==> src/rtl/porta_entrada_fifo.sv <==
// Memory-mapped input port: a producer pushes bytes into a small FIFO over
// valid/ready, and the processor pops them through a data address and polls
// (and W1C-clears) sticky overflow/underflow flags through a status address.
module porta_entrada_fifo #(
  parameter logic [7:0]  END_DADOS  = 8'hF0,
  parameter logic [7:0]  END_STATUS = 8'hF1,
  parameter int unsigned PROF_LOG2  = 2,
  parameter int unsigned ESPERA_MAX = 16
) (
  input  logic       clock,
  input  logic       reset,
  input  logic [7:0] endereco,
  input  logic       leitura,
  input  logic       write,
  input  logic [7:0] dado_in,
  output logic [7:0] dado_out,
  output logic       sel,
  input  logic [7:0] dado_ext,
  input  logic       valido_ext,
  output logic       pronto_ext
);

  localparam int unsigned DW   = 8;
  localparam int unsigned PROF = 1 << PROF_LOG2;
  localparam int unsigned CW   = PROF_LOG2 + 1;
  localparam int unsigned EW   = 8;

  logic [PROF_LOG2-1:0] wptr_q, wptr_d;
  logic [PROF_LOG2-1:0] rptr_q, rptr_d;
  logic [CW-1:0]        count_q, count_d;
  logic [EW-1:0]        espera_q, espera_d;
  logic                 ovf_q, ovf_d;
  logic                 udf_q, udf_d;
  logic [DW-1:0]        mem_q [PROF];

  logic full, empty, push, pop_req, pop, udf_set, stall, ovf_set, wr_status;

  // Only the two flag-clear bits of a status write carry meaning.
  logic unused_dado_in;
  assign unused_dado_in = ^dado_in[5:0];

  // Handshake and strobe decode, all from registered state.
  assign full       = (count_q == CW'(PROF));
  assign empty      = (count_q == '0);
  assign pronto_ext = reset & ~full;
  assign push       = valido_ext & pronto_ext;
  assign pop_req    = leitura & (endereco == END_DADOS);
  assign pop        = pop_req & ~empty;
  assign udf_set    = pop_req & empty;
  assign stall      = valido_ext & ~pronto_ext;
  assign ovf_set    = stall & (espera_q == EW'(ESPERA_MAX - 1));
  assign wr_status  = write & (endereco == END_STATUS);

  // Next-state: pointers, occupancy, stall counter and sticky flags.
  always_comb begin
    wptr_d   = wptr_q;
    rptr_d   = rptr_q;
    count_d  = count_q;
    espera_d = '0;
    ovf_d    = ovf_q;
    udf_d    = udf_q;

    if (push) wptr_d = wptr_q + PROF_LOG2'(1);
    if (pop)  rptr_d = rptr_q + PROF_LOG2'(1);

    case ({push, pop})
      2'b10:   count_d = count_q + CW'(1);
      2'b01:   count_d = count_q - CW'(1);
      default: count_d = count_q;
    endcase

    if (stall) begin
      espera_d = (espera_q == EW'(ESPERA_MAX)) ? espera_q : espera_q + EW'(1);
    end

    // Clear first so a same-cycle set takes priority.
    if (wr_status && dado_in[7]) ovf_d = 1'b0;
    if (wr_status && dado_in[6]) udf_d = 1'b0;
    if (ovf_set) ovf_d = 1'b1;
    if (udf_set) udf_d = 1'b1;
  end

  // Control state register; storage is deliberately left out of reset.
  always_ff @(posedge clock or negedge reset) begin
    if (!reset) begin
      wptr_q   <= '0;
      rptr_q   <= '0;
      count_q  <= '0;
      espera_q <= '0;
      ovf_q    <= 1'b0;
      udf_q    <= 1'b0;
    end else begin
      wptr_q   <= wptr_d;
      rptr_q   <= rptr_d;
      count_q  <= count_d;
      espera_q <= espera_d;
      ovf_q    <= ovf_d;
      udf_q    <= udf_d;
    end
  end

  // FIFO storage write on accepted push.
  always_ff @(posedge clock) begin
    if (push) mem_q[wptr_q] <= dado_ext;
  end

  // Combinational read mux onto the shared memory read path.
  always_comb begin
    dado_out = '0;
    sel      = 1'b0;
    if (endereco == END_DADOS) begin
      sel = 1'b1;
      if (!empty) dado_out = mem_q[rptr_q];
    end else if (endereco == END_STATUS) begin
      sel      = 1'b1;
      dado_out = {ovf_q, udf_q, full, empty, 1'b0, 3'(count_q)};
    end
  end

endmodule

==> config.mk <==
export PLATFORM = sky130hd
export DESIGN_NAME = porta_entrada_fifo
export DESIGN_NICKNAME = d
export VERILOG_FILES = /design/src/rtl/porta_entrada_fifo.sv
export SDC_FILE = /design/constraint.sdc
export NUM_CORES = 1
export LEC_CHECK = 0
export CORE_MARGIN = 1.5
export CORE_UTILIZATION = 40
export CTS_CLUSTER_DIAMETER = 200
export CTS_CLUSTER_SIZE = 25
export DETAILED_ROUTE_END_ITERATION = 6
export GPL_TIMING_DRIVEN = 0
export MAX_ROUTING_LAYER = met4
export PLACE_DENSITY_LB_ADDON = 0.08
export SETUP_SLACK_MARGIN = 0.02
export SLEW_MARGIN = 20
export SYNTH_ARGS = -nofsm -noshare
export SYNTH_HDL_FRONTEND = slang
export SYNTH_SLANG_ARGS = --single-unit
==> constraint.sdc <==
create_clock -name clock -period 2.2 [get_ports clock]
set_input_delay 0.22 -clock clock [delete_from_list [all_inputs] [get_ports clock]]
set_output_delay 0.22 -clock clock [all_outputs]
set_load 0.01 [all_outputs]
* Word level (Yosys, flattened, before mapping)
Memory sizes are Yosys's and may differ from the RTL's.
Index checks and enable logic that the tools add are counted.
** Storage, ports and cells
- Flip-flop bits (word level) :: 17
- Bits in writable memories :: 32
- Input bits :: 29
- Output and inout bits :: 10
- Memories :: 1
** Cells by class
- Add/sub/neg operators :: 5
- Eq/ne operators :: 8
- Mux-type cells :: 14
- Bitwise gates (word level) :: 11
- Reduce and logical (&&, ||, !) cells :: 6
** Memories
- mem_q :: words 4, bits a word 8, rd ports 1, clocked after memory_dff 0, wr ports 1, line 34 : logic [DW-1:0] mem_q [PROF];
** Operator list (count)
- $mux 8 :: 5
- $eq 8x8->1 const B :: 2
- $add 8x1->8 const B :: 1
- $and 1x1->1 :: 8
- $eq 8x4->1 const B :: 1
- $eq 8x5->1 const B :: 1
- $mux 1 :: 8
- $pmux 3 s2 :: 1
- $reduce_bool 2->1 :: 3
- $add 2x1->2 const B :: 2
- $add 3x1->3 const B :: 1
- $eq 3x3->1 const B :: 1
- $logic_not 3->1 :: 1
- $not 1->1 :: 3
- $sub 3x1->3 const B :: 1
- $eq 2x1->1 const B :: 1
- $eq 2x2->1 const B :: 1
- $logic_and 1x1->1 :: 2
- $ne 2x2->1 const B :: 1

* Logic depth before layout (Yosys ltp)
Gate-level depths: netlist of run 1.
- Word-level depth :: 7
- Mapped depth :: 10

* Worst setup path after synthesis of run 1
OpenSTA, ideal clock, no wires.
- Kind :: input -> register
- Start point :: input port endereco[1]
- End point :: register count_q[2]
- Setup time :: 0.079 ns
- Arrival time :: 1.924 ns
- Required time :: 2.121 ns
- Path slack :: 0.197 ns
- Stages :: 10
- Cells stage by stage :: and4b_1 > buf_2 > and2_1 > and3_1 > ha_1 > inv_1 > fa_1 > xor2_1 > nor2_1 > xor2_1
** On the way
- Longest elaborated chain between the ends :: 5
** RTL lines
- from (decl) :: line 12 : input logic [7:0] endereco,
- $eq 8x8->1 (*) :: line 47 : assign pop_req = leitura & (endereco == END_DADOS);
- $and 1x1->1 (*) :: line 47
- $and 1x1->1 (*) :: line 48 : assign pop = pop_req & ~empty;
- via pop :: line 36 : logic full, empty, push, pop_req, pop, udf_set, stall, ovf_set, wr_status;
- $eq 2x1->1 or $eq 2x2->1 (tied branches) :: line 66 : case ({push, pop})
- $pmux 3 s2 or $reduce_bool 2->1 (tied branches)
- to (signal assigned) :: line 95 : count_q <= count_d;
- to (decl) :: line 30 : logic [CW-1:0] count_q, count_d;
The timed path passes the listed nets; every way through them passes the cells marked *.
A chain may end at the register's enable or synchronous reset.

* Worst setup path in the final report of run 1
- Start point :: input port endereco[5]
- End point :: register count_q[2]
The elaborated chain is that of the path after synthesis.

==> results.py, run 1 <==
metrics = {
    "sta": {
        "setup_viol": 0,
        "whs_ns": 0.5025,
        "slew_headroom": 0.4142,
        "fmax_mhz": 463.2,
        "tightest_slew_ns": 0.8758,
        "slew_violations": 0,
        "min_period_over_period": 0.9813,
        "finalHoldViolCount": 0,
        "finalCriticalPeriod_ns": 2.159,
        "finClkSkew_ns": 0.007006,
    },
    "power_and_ir_drop": {
        "power_density_nw_per_um2": 787.0,
        "total_power_mw": 2.397,
        "power.switching_mw": 0.6755,
        "p_clk_frac": 0.275,
        "ir_worst_vdd_uv": 378.2,
        "power_leakage_nw": 1.151,
        "swShare": 0.2819,
        "p_seq_frac": 0.507,
        "power.share.combinational": 0.218,
        "intPower_mw": 1.721,
    },
    "die": {
        "initial_core_util": 0.4200,
        "ioPinCount": 39,
        "coreArea_sq_um": 5574,
        "rows": 27,
        "die_h_um": 79.50,
        "die_x_um": 79.50,
        "dieArea_sq_um": 6320,
    },
    "yosys": {
        "ys_seq_area_frac": 0.5922,
        "syn_area_per_cell_sq_um": 13.85,
        "yosysMostFrequentCell": "edfxtp_1",
        "yosysUniqueCellTypes": 41,
        "async_flop_share": 0.3469,
        "synth_top_area_frac": 0.4105,
        "yosysTopAreaCell": "edfxtp_1",
        "synth_edf_count": 32,
        "synthTopCellsByArea": "edfxtp_1 41%, dfrtp_1 18%, mux4_2 6.7%",
        "syn-cell-area_sq_um": 2341,
        "synth_fp_nets": 206,
        "synth_top_flop_cell": "edfxtp_1",
        "yosys-top-cells-count": "32 x edfxtp_1, 17 x dfrtp_1, 17 x inv_1",
        "ys_warn_count": 0,
        "synth_seq_cells": 49,
        "synth_cells": 169,
    },
    "place": {
        "io_buffers": 32,
        "gp_congestion": 0.8587,
        "hpwl_um": 3368,
    },
    "final_layout": {
        "nNetsFinal": 258,
        "synthToLayoutAreaGrowth_pct": 30.09,
        "antennaDiodeCount": 0,
        "fin_util": 0.5464,
        "layout-drive-gt1-share": 0.2387,
    },
    "setup_path": {
        "end_kind": "flop",
        "regToRegSetupSlack_ns": 0.09,
        "rr_worst_depth": 9,
        "crit_arrival_ns": 2.38,
        "r2r_end": "count_q[2]$_DFFE_PN0P_",
        "crit_required_ns": 2.42,
        "cp_max_fo": 5,
        "critPathKind": "in2reg",
        "start_kind": "primary input",
        "setup.worst_path.end": "count_q[2]$_DFFE_PN0P_",
        "regToRegStartpoint": "count_q[2]$_DFFE_PN0P_",
        "startpoint": "endereco[5]",
    },
    "global_route": {
        "grt_pass1_wl_um": 7728,
        "grt_util_met1": 0.2236,
        "grt_max_degree": 18,
        "grt.total_usage": 0.1714,
        "grt_pass1_vias": 1536,
        "antenna_found_initial": 0,
        "top_usage_layer": "met2",
        "grtUsageMet2": 0.2712,
        "grt_overflow": 0,
        "grt_use_met3": 0.03771,
    },
    "clock_tree": {
        "numCtsBuffers": 5,
        "clk-insertion-delay-late_ns": 0.30,
        "cts_buffer_depth": 2,
        "htreeDepth": 2,
        "cts.clk_slew.worst_paths_ns": 0.09,
        "cts_sinks": 49,
        "cts_tree": "done",
        "cts_root_buf": "clkbuf_8",
    },
    "hold_path": {
        "hold_path_class": "reg2reg",
    },
    "route": {
        "drc": 0,
        "initialDrtViolationCount": 65,
        "drt_first_pass_iters": 4,
        "wl_per_cell_um": 16.73,
        "vias": 1534,
        "vias_per_cell": 5.218,
        "wl_um": 4919,
        "ant_nets": 0,
    },
    "run": {
        "drv_cap": 0,
    },
    "run_status": {
        "outcome": "finished, final reports clean",
    },
}
what timing repair did:
| action | in CTS | in global routing |
|---|---|---|
| buffers inserted | 6 | 5 |
| endpoints found under the hold margin | 17 | 0 |
| cloned | 1 | 0 |
| hold buffers | 1 | 0 |
| pin swaps | 1 | 2 |
| endpoints found under the setup margin | 45 | 5 |
| resized for setup | 26 | 12 |
power by group through the flow:
stage / Clock [mW] / Combinational, mW / Sequential (mW)
6_report: 0.659 / 0.522 / 1.22
5_1_grt: 0.720 / 0.583 / 1.23
4_1_cts: 0.679 / 0.484 / 1.21
3_5_place_dp: 0 / 0.417 / 1.23
3_3_place_gp: 0 / 0.396 / 1.22
2_1_floorplan: 0 / 0.278 / 1.19
state kept, by name, indices dropped and copies added, names as in the netlist:
| register | cells |
|---|---|
| ovf_q | 1 |
| count_q | 3 |
| rptr_q | 2 |
| mem_q | 32 |
| udf_q | 1 |
| wptr_q | 2 |
| espera_q | 8 |
cell type report:
class	instances	area (sq um)
repair buffers	45	436.7
clock inverters	3	47.55
inverters	17	63.81
multi-input cells	100	919.6
clock buffers	5	68.82
flip-flops and latches	49	1389
plain buffers	3	30.03
well taps	72	90.09
fillers	494	2529
how the worst min path moves through the flow:
stage | depth (start not counted) | endpoint | start
CTS | 1 | udf_q$_DFFE_PN0P_ | udf_q$_DFFE_PN0P_
detailed placement | 1 | udf_q$_DFFE_PN0P_ | udf_q$_DFFE_PN0P_
finish | 1 | udf_q$_DFFE_PN0P_ | udf_q$_DFFE_PN0P_
global route | 1 | udf_q$_DFFE_PN0P_ | udf_q$_DFFE_PN0P_
floorplan | 0 | count_q[0]$_DFFE_PN0P_ | reset
global placement | 1 | udf_q$_DFFE_PN0P_ | udf_q$_DFFE_PN0P_
layer usage:
metal / part of all wire / vias to the layer above / wire, um
li1: - / 733 / -
met4: 0.012 / 0 / 60
met5: 0 / - / 0
met3: 0.058 / 9 / 283
met1: 0.46 / 744 / 2262
met2: 0.47 / 48 / 2312
worst max-delay path, cell delays in order:
cell and delay (ns):
clkdlybuf4s50_1 0.45, and4b_1 0.22, buf_6 0.11, and2_4 0.15, and3_4 0.17, ha_2 0.18
inv_1 0.05, fa_2 0.34, xor2_1 0.15, nor2_1 0.15, xor2_1 0.19
metrics by stage:
step / area, sq um / setup WS, ns / TNS, ns / instances
final: 3045 / 0.04114 / 0 / 294
after global routing: 3045 / -0.02412 / -0.02412 / 294
after CTS: 2965 / -0.01877 / -0.01877 / 289
after detailed placement: 2751 / -0.8864 / -25.87 / 273
after global placement: 2751 / -0.7477 / -21.79 / 273
after floorplan: 2341 / 0.1972 / 0 / 169
placed cells by master, fill, tap and decap left out, types with 5 or more instances in the layout:
| cell type | netlist | routed |
|---|---|---|
| a21oi_1 | 6 | 6 |
| clkdlybuf4s50_1 | 0 | 23 |
| edfxtp_1 | 32 | 32 |
| buf_4 | 2 | 10 |
| mux4_2 | 7 | 7 |
| clkbuf_8 | 0 | 5 |
| and2_1 | 6 | 5 |
| ha_1 | 7 | 6 |
| nor2_1 | 5 | 5 |
| dfrtp_1 | 17 | 15 |
| nand3_1 | 6 | 6 |
| o2bb2ai_1 | 5 | 5 |
| inv_1 | 17 | 15 |
| o21ai_0 | 8 | 7 |
logic make-up (layout without fill, tap and decap cells):
family	count (synthesis)	after routing	synth area share
simple gates	50	50	0.1481
flops	49	49	0.5922
compound gates	25	25	0.07109
buf+inv	20	73	0.03581
mux	9	9	0.07696
fa+ha+maj	8	8	0.04596
xor+xnor	8	8	0.02993
(Power assumes the default switching activity.)
==> run 2: changes to the inputs <==
CTS_CLUSTER_DIAMETER = 30   (was 200)
==> results of run 2 <==
No change in the layout: final DEF, timing and power equal those of run 1.
